$ cat src/rtl/gesture_pkg.sv
// Shared types and constants for the gesture pipeline: sequencer states,
// coordinate width, default image size and the palm result record.
package gesture_pkg;
  localparam int COORD_W   = 8;
  localparam int DEF_IMG_W = 120;
  localparam int DEF_IMG_H = 160;

  typedef enum logic [2:0] {
    ST_IDLE   = 3'd0,
    ST_CLEAR  = 3'd1,
    ST_STREAM = 3'd2,
    ST_DRAIN  = 3'd3,
    ST_REPORT = 3'd4
  } seq_state_t;

  typedef struct packed {
    logic               found;
    logic [COORD_W-1:0] start_r;
    logic [COORD_W-1:0] start_c;
    logic [COORD_W-1:0] width;
    logic [COORD_W-1:0] height;
  } palm_rec_t;

  // A miss reports an all-zero box regardless of what the identifier drives.
  function automatic palm_rec_t mask_rec(input palm_rec_t r);
    palm_rec_t m;
    m = r.found ? r : '0;
    return m;
  endfunction
endpackage

$ cat src/rtl/frame_pixel_counter.sv
// Raster row/column counter for one frame; advances once per accepted pixel
// and flags the final pixel of the frame.
module frame_pixel_counter
  import gesture_pkg::*;
#(
  parameter int IMG_W = DEF_IMG_W,
  parameter int IMG_H = DEF_IMG_H
) (
  input  logic               clk,
  input  logic               rst,
  input  logic               clear,
  input  logic               advance,
  output logic [COORD_W-1:0] row,
  output logic [COORD_W-1:0] col,
  output logic               last_pixel
);
  localparam logic [COORD_W-1:0] COL_MAX = COORD_W'(IMG_W - 1);
  localparam logic [COORD_W-1:0] ROW_MAX = COORD_W'(IMG_H - 1);

  logic end_of_row;

  assign end_of_row = (col == COL_MAX);
  assign last_pixel = end_of_row && (row == ROW_MAX);

  always_ff @(posedge clk or negedge rst) begin
    if (!rst) begin
      row <= '0;
      col <= '0;
    end else if (clear) begin
      row <= '0;
      col <= '0;
    end else if (advance) begin
      if (end_of_row) begin
        col <= '0;
        row <= last_pixel ? '0 : row + 1'b1;
      end else begin
        col <= col + 1'b1;
      end
    end
  end
endmodule

$ cat src/rtl/gesture_frame_sequencer.sv
// Frame controller for the palm identifier: clear, stream one frame with
// indices, wait out identifier latency, then hand one result record downstream.
module gesture_frame_sequencer
  import gesture_pkg::*;
#(
  parameter int IMG_W        = DEF_IMG_W,
  parameter int IMG_H        = DEF_IMG_H,
  parameter int CLEAR_CYCLES = 2,
  parameter int DRAIN_CYCLES = 3,
  parameter bit AUTO_RESTART = 1'b0
) (
  input  logic               clk,
  input  logic               rst,
  input  logic               start,
  input  logic               pix_valid,
  input  logic               pix_data,
  output logic               pix_ready,
  output logic               pid_clear,
  output logic               pid_pixel,
  output logic               pid_pixel_valid,
  output logic [COORD_W-1:0] pid_row,
  output logic [COORD_W-1:0] pid_col,
  input  logic               pid_found,
  input  logic [COORD_W-1:0] pid_start_r,
  input  logic [COORD_W-1:0] pid_start_c,
  input  logic [COORD_W-1:0] pid_width,
  input  logic [COORD_W-1:0] pid_height,
  output logic               res_valid,
  input  logic               res_ready,
  output logic               res_found,
  output logic [COORD_W-1:0] res_start_r,
  output logic [COORD_W-1:0] res_start_c,
  output logic [COORD_W-1:0] res_width,
  output logic [COORD_W-1:0] res_height,
  output logic [COORD_W-1:0] frame_count,
  output logic               busy
);
  localparam int CNT_W = 16;
  localparam logic [CNT_W-1:0] CLR_LAST = CNT_W'(CLEAR_CYCLES - 1);
  localparam logic [CNT_W-1:0] DRN_LAST = CNT_W'(DRAIN_CYCLES - 1);

  seq_state_t         state;
  logic [CNT_W-1:0]   cnt;
  logic [COORD_W-1:0] row, col;
  logic               last_pixel;
  logic               accept;
  logic               cnt_clear;
  palm_rec_t          pid_rec, cap_rec;

  assign pix_ready = (state == ST_STREAM);
  assign accept    = pix_valid & pix_ready;
  assign busy      = (state != ST_IDLE);
  assign cnt_clear = (state == ST_CLEAR);

  assign pid_rec = '{found: pid_found, start_r: pid_start_r, start_c: pid_start_c,
                     width: pid_width, height: pid_height};
  assign cap_rec = mask_rec(pid_rec);

  frame_pixel_counter #(
    .IMG_W (IMG_W),
    .IMG_H (IMG_H)
  ) u_pix_cnt (
    .clk        (clk),
    .rst        (rst),
    .clear      (cnt_clear),
    .advance    (accept),
    .row        (row),
    .col        (col),
    .last_pixel (last_pixel)
  );

  always_ff @(posedge clk or negedge rst) begin
    if (!rst) begin
      state           <= ST_IDLE;
      cnt             <= '0;
      pid_clear       <= 1'b0;
      pid_pixel       <= 1'b0;
      pid_pixel_valid <= 1'b0;
      pid_row         <= '0;
      pid_col         <= '0;
      res_valid       <= 1'b0;
      res_found       <= 1'b0;
      res_start_r     <= '0;
      res_start_c     <= '0;
      res_width       <= '0;
      res_height      <= '0;
      frame_count     <= '0;
    end else begin
      pid_pixel_valid <= 1'b0;
      case (state)
        ST_IDLE: begin
          if (start) begin
            state     <= ST_CLEAR;
            pid_clear <= 1'b1;
            cnt       <= '0;
          end
        end
        ST_CLEAR: begin
          if (cnt == CLR_LAST) begin
            state     <= ST_STREAM;
            pid_clear <= 1'b0;
          end else begin
            cnt <= cnt + 1'b1;
          end
        end
        ST_STREAM: begin
          // The frame always runs to its last pixel so upstream stays aligned.
          if (accept) begin
            pid_pixel       <= pix_data;
            pid_pixel_valid <= 1'b1;
            pid_row         <= row;
            pid_col         <= col;
            if (last_pixel) begin
              state <= ST_DRAIN;
              cnt   <= '0;
            end
          end
        end
        ST_DRAIN: begin
          if (cnt == DRN_LAST) begin
            state       <= ST_REPORT;
            res_valid   <= 1'b1;
            res_found   <= cap_rec.found;
            res_start_r <= cap_rec.start_r;
            res_start_c <= cap_rec.start_c;
            res_width   <= cap_rec.width;
            res_height  <= cap_rec.height;
          end else begin
            cnt <= cnt + 1'b1;
          end
        end
        ST_REPORT: begin
          if (res_ready) begin
            res_valid   <= 1'b0;
            frame_count <= frame_count + 1'b1;
            if (AUTO_RESTART) begin
              state     <= ST_CLEAR;
              pid_clear <= 1'b1;
              cnt       <= '0;
            end else begin
              state <= ST_IDLE;
            end
          end
        end
        default: state <= ST_IDLE;
      endcase
    end
  end
endmodule

$ cat config.mk
export PLATFORM = sky130hd
export DESIGN_NAME = gesture_frame_sequencer
export DESIGN_NICKNAME = d
export VERILOG_FILES = /design/src/rtl/gesture_pkg.sv /design/src/rtl/frame_pixel_counter.sv /design/src/rtl/gesture_frame_sequencer.sv
export SDC_FILE = /design/constraint.sdc
export NUM_CORES = 1
export LEC_CHECK = 0
export ABC_AREA = 1
export CORE_MARGIN = 3
export CORE_UTILIZATION = 28
export DETAILED_ROUTE_END_ITERATION = 7
export MAX_ROUTING_LAYER = met4
export PLACE_DENSITY_LB_ADDON = 0.2
export SETUP_SLACK_MARGIN = 0.2
export SYNTH_ARGS = -nofsm -noshare
export SYNTH_HDL_FRONTEND = slang
export SYNTH_SLANG_ARGS = --single-unit
$ cat constraint.sdc
create_clock -name clk -period 2.25 [get_ports clk]
set_clock_uncertainty 0.15 [all_clocks]
set_input_delay 0.3375 -clock clk [delete_from_list [all_inputs] [get_ports clk]]
set_output_delay 0.3375 -clock clk [all_outputs]
set_load 0.02 [all_outputs]
# == Yosys cells after proc, flatten, opt, wreduce, memory -nomap -nowiden ==
# Index checks and enable logic that the tools add are counted.
# word_totals
ff_bits,96
in_bits,39
output_inout_bits,63
wordCells,82
# op_classes
n_addsub,4
n_eq_ne,16
n_mux,29
n_bitwise,1
n_reduce_logical,16
# op_table
op,n
two-way mux 16 bit,5
one-hot mux 16 bit (4 select lines),1
two-way mux 8 bit,7
two-way mux 33 bit,1
adder 8 x 1 -> 8 bit (second input constant),3
two-way mux 3 bit,6
adder 16 x 1 -> 16 bit (second input constant),1
equality test 16 x 1 -> 1 bit (second input constant),1
equality test 16 x 2 -> 1 bit (second input constant),1
one-hot mux 3 bit (5 select lines),1
AND reduction 6 bit,2
!= test 2 bit (second input constant),5
equality test 8 x 7 -> 1 bit (second input constant),1
equality test 8 bit (second input constant),1
AND reduction 2 bit,4
nonzero test 2 bit,4
equality test 3 x 2 -> 1 bit (second input constant),2
two-way mux 1 bit,6
!= test 2 x 1 -> 1 bit (second input constant),3
AND reduction 3 bit,2
one-hot mux 1 bit (2 select lines),2
nonzero test 4 bit,1
equality test 3 x 1 -> 1 bit (second input constant),1
equality test 3 bit (second input constant),1
4 further kinds,4

# == Longest topological paths before layout ==
# logic_depth
word_depth,6
depth_mapped,12
ltp_nobuf,11

# == Modules after synthesis ==
# Synthesis repeated with hierarchy kept, for this count alone.
# unflattened
hier_cells,601
area_unflattened_um2,4812.1
# modules_own_cells
module,instances,cells_each,area_per_inst_um2,seq_area_each_um2
gesture_frame_sequencer,1,461,3751.1,2001.9
frame_pixel_counter,1,140,1061.0,400.4

# == Worst setup path before layout ==
# No wires, ideal clock.
# synth_timing
path_kind,register to register
from,register cnt[0]
to,register cnt[8]
setup_time_ns,0.121
arrival_time_ns,1.396
required_time_ns,1.979
path_slack_ns,0.583
path_stages_with_launch,12
path_buffers,1
synth_period_minus_slack_ns,1.667
cell_sequence,dfrtp_1 inv_1 ha_1 nand2_1 nor2_1 nand3_1 nand2_1 nor2_4 nand2_4 buf_6 nand2_1 nand2_1
# synth_via
elab_chain_cells,3
elab_cells_between_ends,9
cone_classes,add/sub: 1; eq/ne: 4; mux: 3; reduce/logical: 1
# synth_lines
element,line,source
from (decl),gesture_frame_sequencer.sv:43,logic [CNT_W-1:0] cnt;
from (signal assigned),gesture_frame_sequencer.sv:103,cnt <= cnt + 1'b1;
from (signal assigned),gesture_frame_sequencer.sv:129,cnt <= cnt + 1'b1;
"adder 16 x 1 -> 16 bit, or another cell as far along","gesture_frame_sequencer.sv:103, gesture_frame_sequencer.sv:129",
"two-way mux 16 bit, or another cell as far along",gesture_frame_sequencer.sv:120,if (cnt == DRN_LAST) begin
one-hot mux 16 bit (4 select lines) or AND reduction 6 bit (tied branches),--,
# Several ways; a longest one is shown, not always the timed one. The select of a mux whose other input is x is not followed.
# A chain may end at the register's enable or synchronous reset.

# == Final worst setup path ==
# layout_timing
from,register state[0]
to,output pix_ready
# layout_via
elab_chain_cells,1
# layout_lines
element,line,source
from (decl),gesture_frame_sequencer.sv:42,seq_state_t state;
from (signal assigned),gesture_frame_sequencer.sv:74,state <= ST_IDLE;
from (signal assigned),gesture_frame_sequencer.sv:93,state <= ST_CLEAR;
from (signal assigned),gesture_frame_sequencer.sv:100,state <= ST_STREAM;
equality test 3 x 2 -> 1 bit,gesture_frame_sequencer.sv:50,assign pix_ready = (state == ST_STREAM);
to (decl),gesture_frame_sequencer.sv:17,"output logic pix_ready,"
# No other way between the ends.

==> results.json <==
{
  "wirelength_um": 10600,
  "yosysTopAreaCell": "dfrtp_1",
  "grt_start_max_net_pins": 68,
  "die_h_um": 134,
  "worstMarginPinSlew_ps": 517,
  "first_pass_iters": 4,
  "crit_type": "flop to output port",
  "critical_path_arrival_ps": 1470,
  "dieArea_um2": 18000,
  "slowest_delay_ps": 420,
  "async_reset_ff_share_pct": 100,
  "placed_cell_area_um2": 5870,
  "cts_max_path_buffers": 2,
  "post_cts_buffers": 0,
  "clkLatencyLatePin_ps": 340,
  "grt_antenna_before_repair": 0,
  "start_kind": "flop",
  "drt-vias-per-instance": 4.34,
  "p_total_mw": 8.12,
  "grt.overflow.total": 0,
  "status": "finished clean",
  "rsz0062_at_grt": "false",
  "clk_pin_slew_ps": 60,
  "wire_per_inst_um": 12.0,
  "diodes": 0,
  "cap_violations": 0,
  "h-tree-depth": 3,
  "drt_iter0_drc": 225,
  "io_pins": 102,
  "fmax_mhz": 510,
  "fin_setup_tns_ps": 0,
  "max-vdd-ir-drop_v": 0.000593,
  "crit_path_top_delay_cell": "dfrtp_1",
  "relSlewSlack_pct": 65.5,
  "grt_pass1_wl_um": 18000,
  "yosys_warnings": 0,
  "synthCells": 560,
  "yosys.area.top_type_share_pct": 52.2,
  "synth_area_um2": 4600,
  "power_leakage_nw": 2.90,
  "floorplan.core_area_um2": 16000,
  "clock_sinks": 96,
  "cp-end-kind": "output port",
  "grt_usage_pct": 12.7,
  "stdcell_area_um2": 6180,
  "path_cells": "nor2_2 -> nand2_2 -> inv_1 -> clkdlybuf4s15_1",
  "report.final.hold_viol_count": 0,
  "ys_seq_area_share_pct": 52.2,
  "detailroute.via_count": 3832,
  "dp_hpwl_um": 7740,
  "fin_crit_sh_pct": 87.2,
  "ys_ff_latch": 96,
  "critPathRequiredTime_ps": 1760,
  "slew_violations": 0,
  "setup_viol": 0,
  "ant_nets": 0,
  "avgSynthCellArea_um2": 8.21,
  "gp_congestion": 0.820,
  "syn_to_final_growth_pct": 34.5,
  "p_per_area_nw_per_um2": 1310,
  "clockRootBuffer": "clkbuf_16",
  "port_buffers": 101,
  "drive_above_1_share_pct": 7.95,
  "cts_buffers": 9,
  "fin_nets": 707,
  "synth_cell_types": 35,
  "rows": 46,
  "ys.flop_type": "dfrtp_1",
  "post-synth-top-count-cell": "nand2_1",
  "die_width_um": 134,
  "drc": 0,
  "grt_pass1_vias": 3725,
  "yosys-top-cells-area": "dfrtp_1, nand2_1, inv_1, o21ai_0, nor2_1",
  "start_util_pct": 28.7,
  "cts_tree": "done",
  "synth_common_cells": "nand2_1, dfrtp_1, inv_1, nor2_1, o21ai_0",
  "period_needed_ps": 1960,
  "hold_path_class": "flop to flop",
  "syn_nets": 605,
  "synth_edf_count": 0,
  "crit_path_max_fanout": 3
}
[what timing repair did]
item / 4_1_cts / 5_1_grt
cloned: 0 / 0
endpoints found under the hold margin: 35 / 0
pin swaps: 0 / 0
setup endpoints to repair: 2 / 18
gates resized for setup: 2 / 3
hold buffers: 1 / 0
[layout by cell type (no fill, tap or decap), types with 4 or more instances in the layout]
master,synthesis,layout
nor3_1,6,6
clkbuf_16,0,9
o21ai_1,26,26
a21oi_1,8,8
clkdlybuf4s50_1,0,98
nand2_1,186,186
o22ai_1,4,4
nor2_2,5,5
nand2_4,5,5
xor2_1,7,7
ha_1,6,6
o21ai_0,34,34
nand3_2,3,4
nand3_1,28,27
inv_2,5,5
buf_4,0,4
dfrtp_1,96,96
inv_1,49,49
nand4_1,6,6
nor2_1,45,44
[state kept, by name, summed over array words and instances (netlist names), 3 cells and up]
signal / count
state: 3
pid_col: 8
u_pix_cnt.row: 8
cnt: 16
res_start_r: 8
u_pix_cnt.col: 8
pid_row: 8
res_width: 8
frame_count: 8
res_height: 8
res_start_c: 8
[cell type report]
class / count / area (um2)
fill: 1650 / 9820
sequential: 96 / 2400
multi-input combinational: 390 / 1890
clock buffer: 12 / 246
inverter: 57 / 219
timing repair buffer: 108 / 1100
tap: 216 / 270
clock inverter: 4 / 53.8
[worst paths after layout]
check                                 start               end  slack, ps  cells after the start
max in group asynchronous               rst    res_start_c[6]       1040                      3
setup / recovery                   state[0]         pix_ready        290                      4
min in group asynchronous               rst        pid_col[2]        350                      2
setup reg to reg           u_pix_cnt.col[0]  u_pix_cnt.row[5]        470                     10
hold reg to reg              frame_count[7]    frame_count[7]        320                      1
hold / removal               frame_count[7]    frame_count[7]        320                      1
[per-layer routing]
metal  track usage [%]  vias up  share of wire, %
li1                  -     1985                 -
met2              20.9       67                49
met3              3.71       10               4.6
met1              15.2     1770                45
met5                 -        -                 0
met4              3.96        0               1.3
[through the flow]
step                      instances  setup WS, ps  utilization, %  hold slack, ps
after global placement          866           338            36.7             197
after CTS                       883           239            38.6             326
final                           883           289            38.6             318
after floorplan                 560           583               -            -108
after detailed placement        866           287            36.7             201
after global routing            883           210            38.6             353
[critical path: cells and delay by family (launching register included)]
kind                   cells  cell delay [ps]
and+or+nand+nor            2              300
DFF                        1              420
buffers and inverters      2              410
[cell families (layout without fill, tap and decap cells)]
group	count (synthesis)	count (layout)	synth area share, %
AOI/OAI and AO/OA	82	82	9.63
xor gates and xnor gates	10	10	1.90
buffers and inverters	74	181	6.88
and+or+nand+nor	292	292	27.7
DFF	96	96	52.2
adders and majority gates	6	6	1.63
[power by group]
group	total (mW)	leakage, nW	internal (mW)	switching [mW]
Sequential	2.85	1.21	2.37	0.479
Combinational	3.74	1.55	1.56	2.18
Clock	1.53	0.139	0.894	0.638
Power figures use the tool's default switching activity.
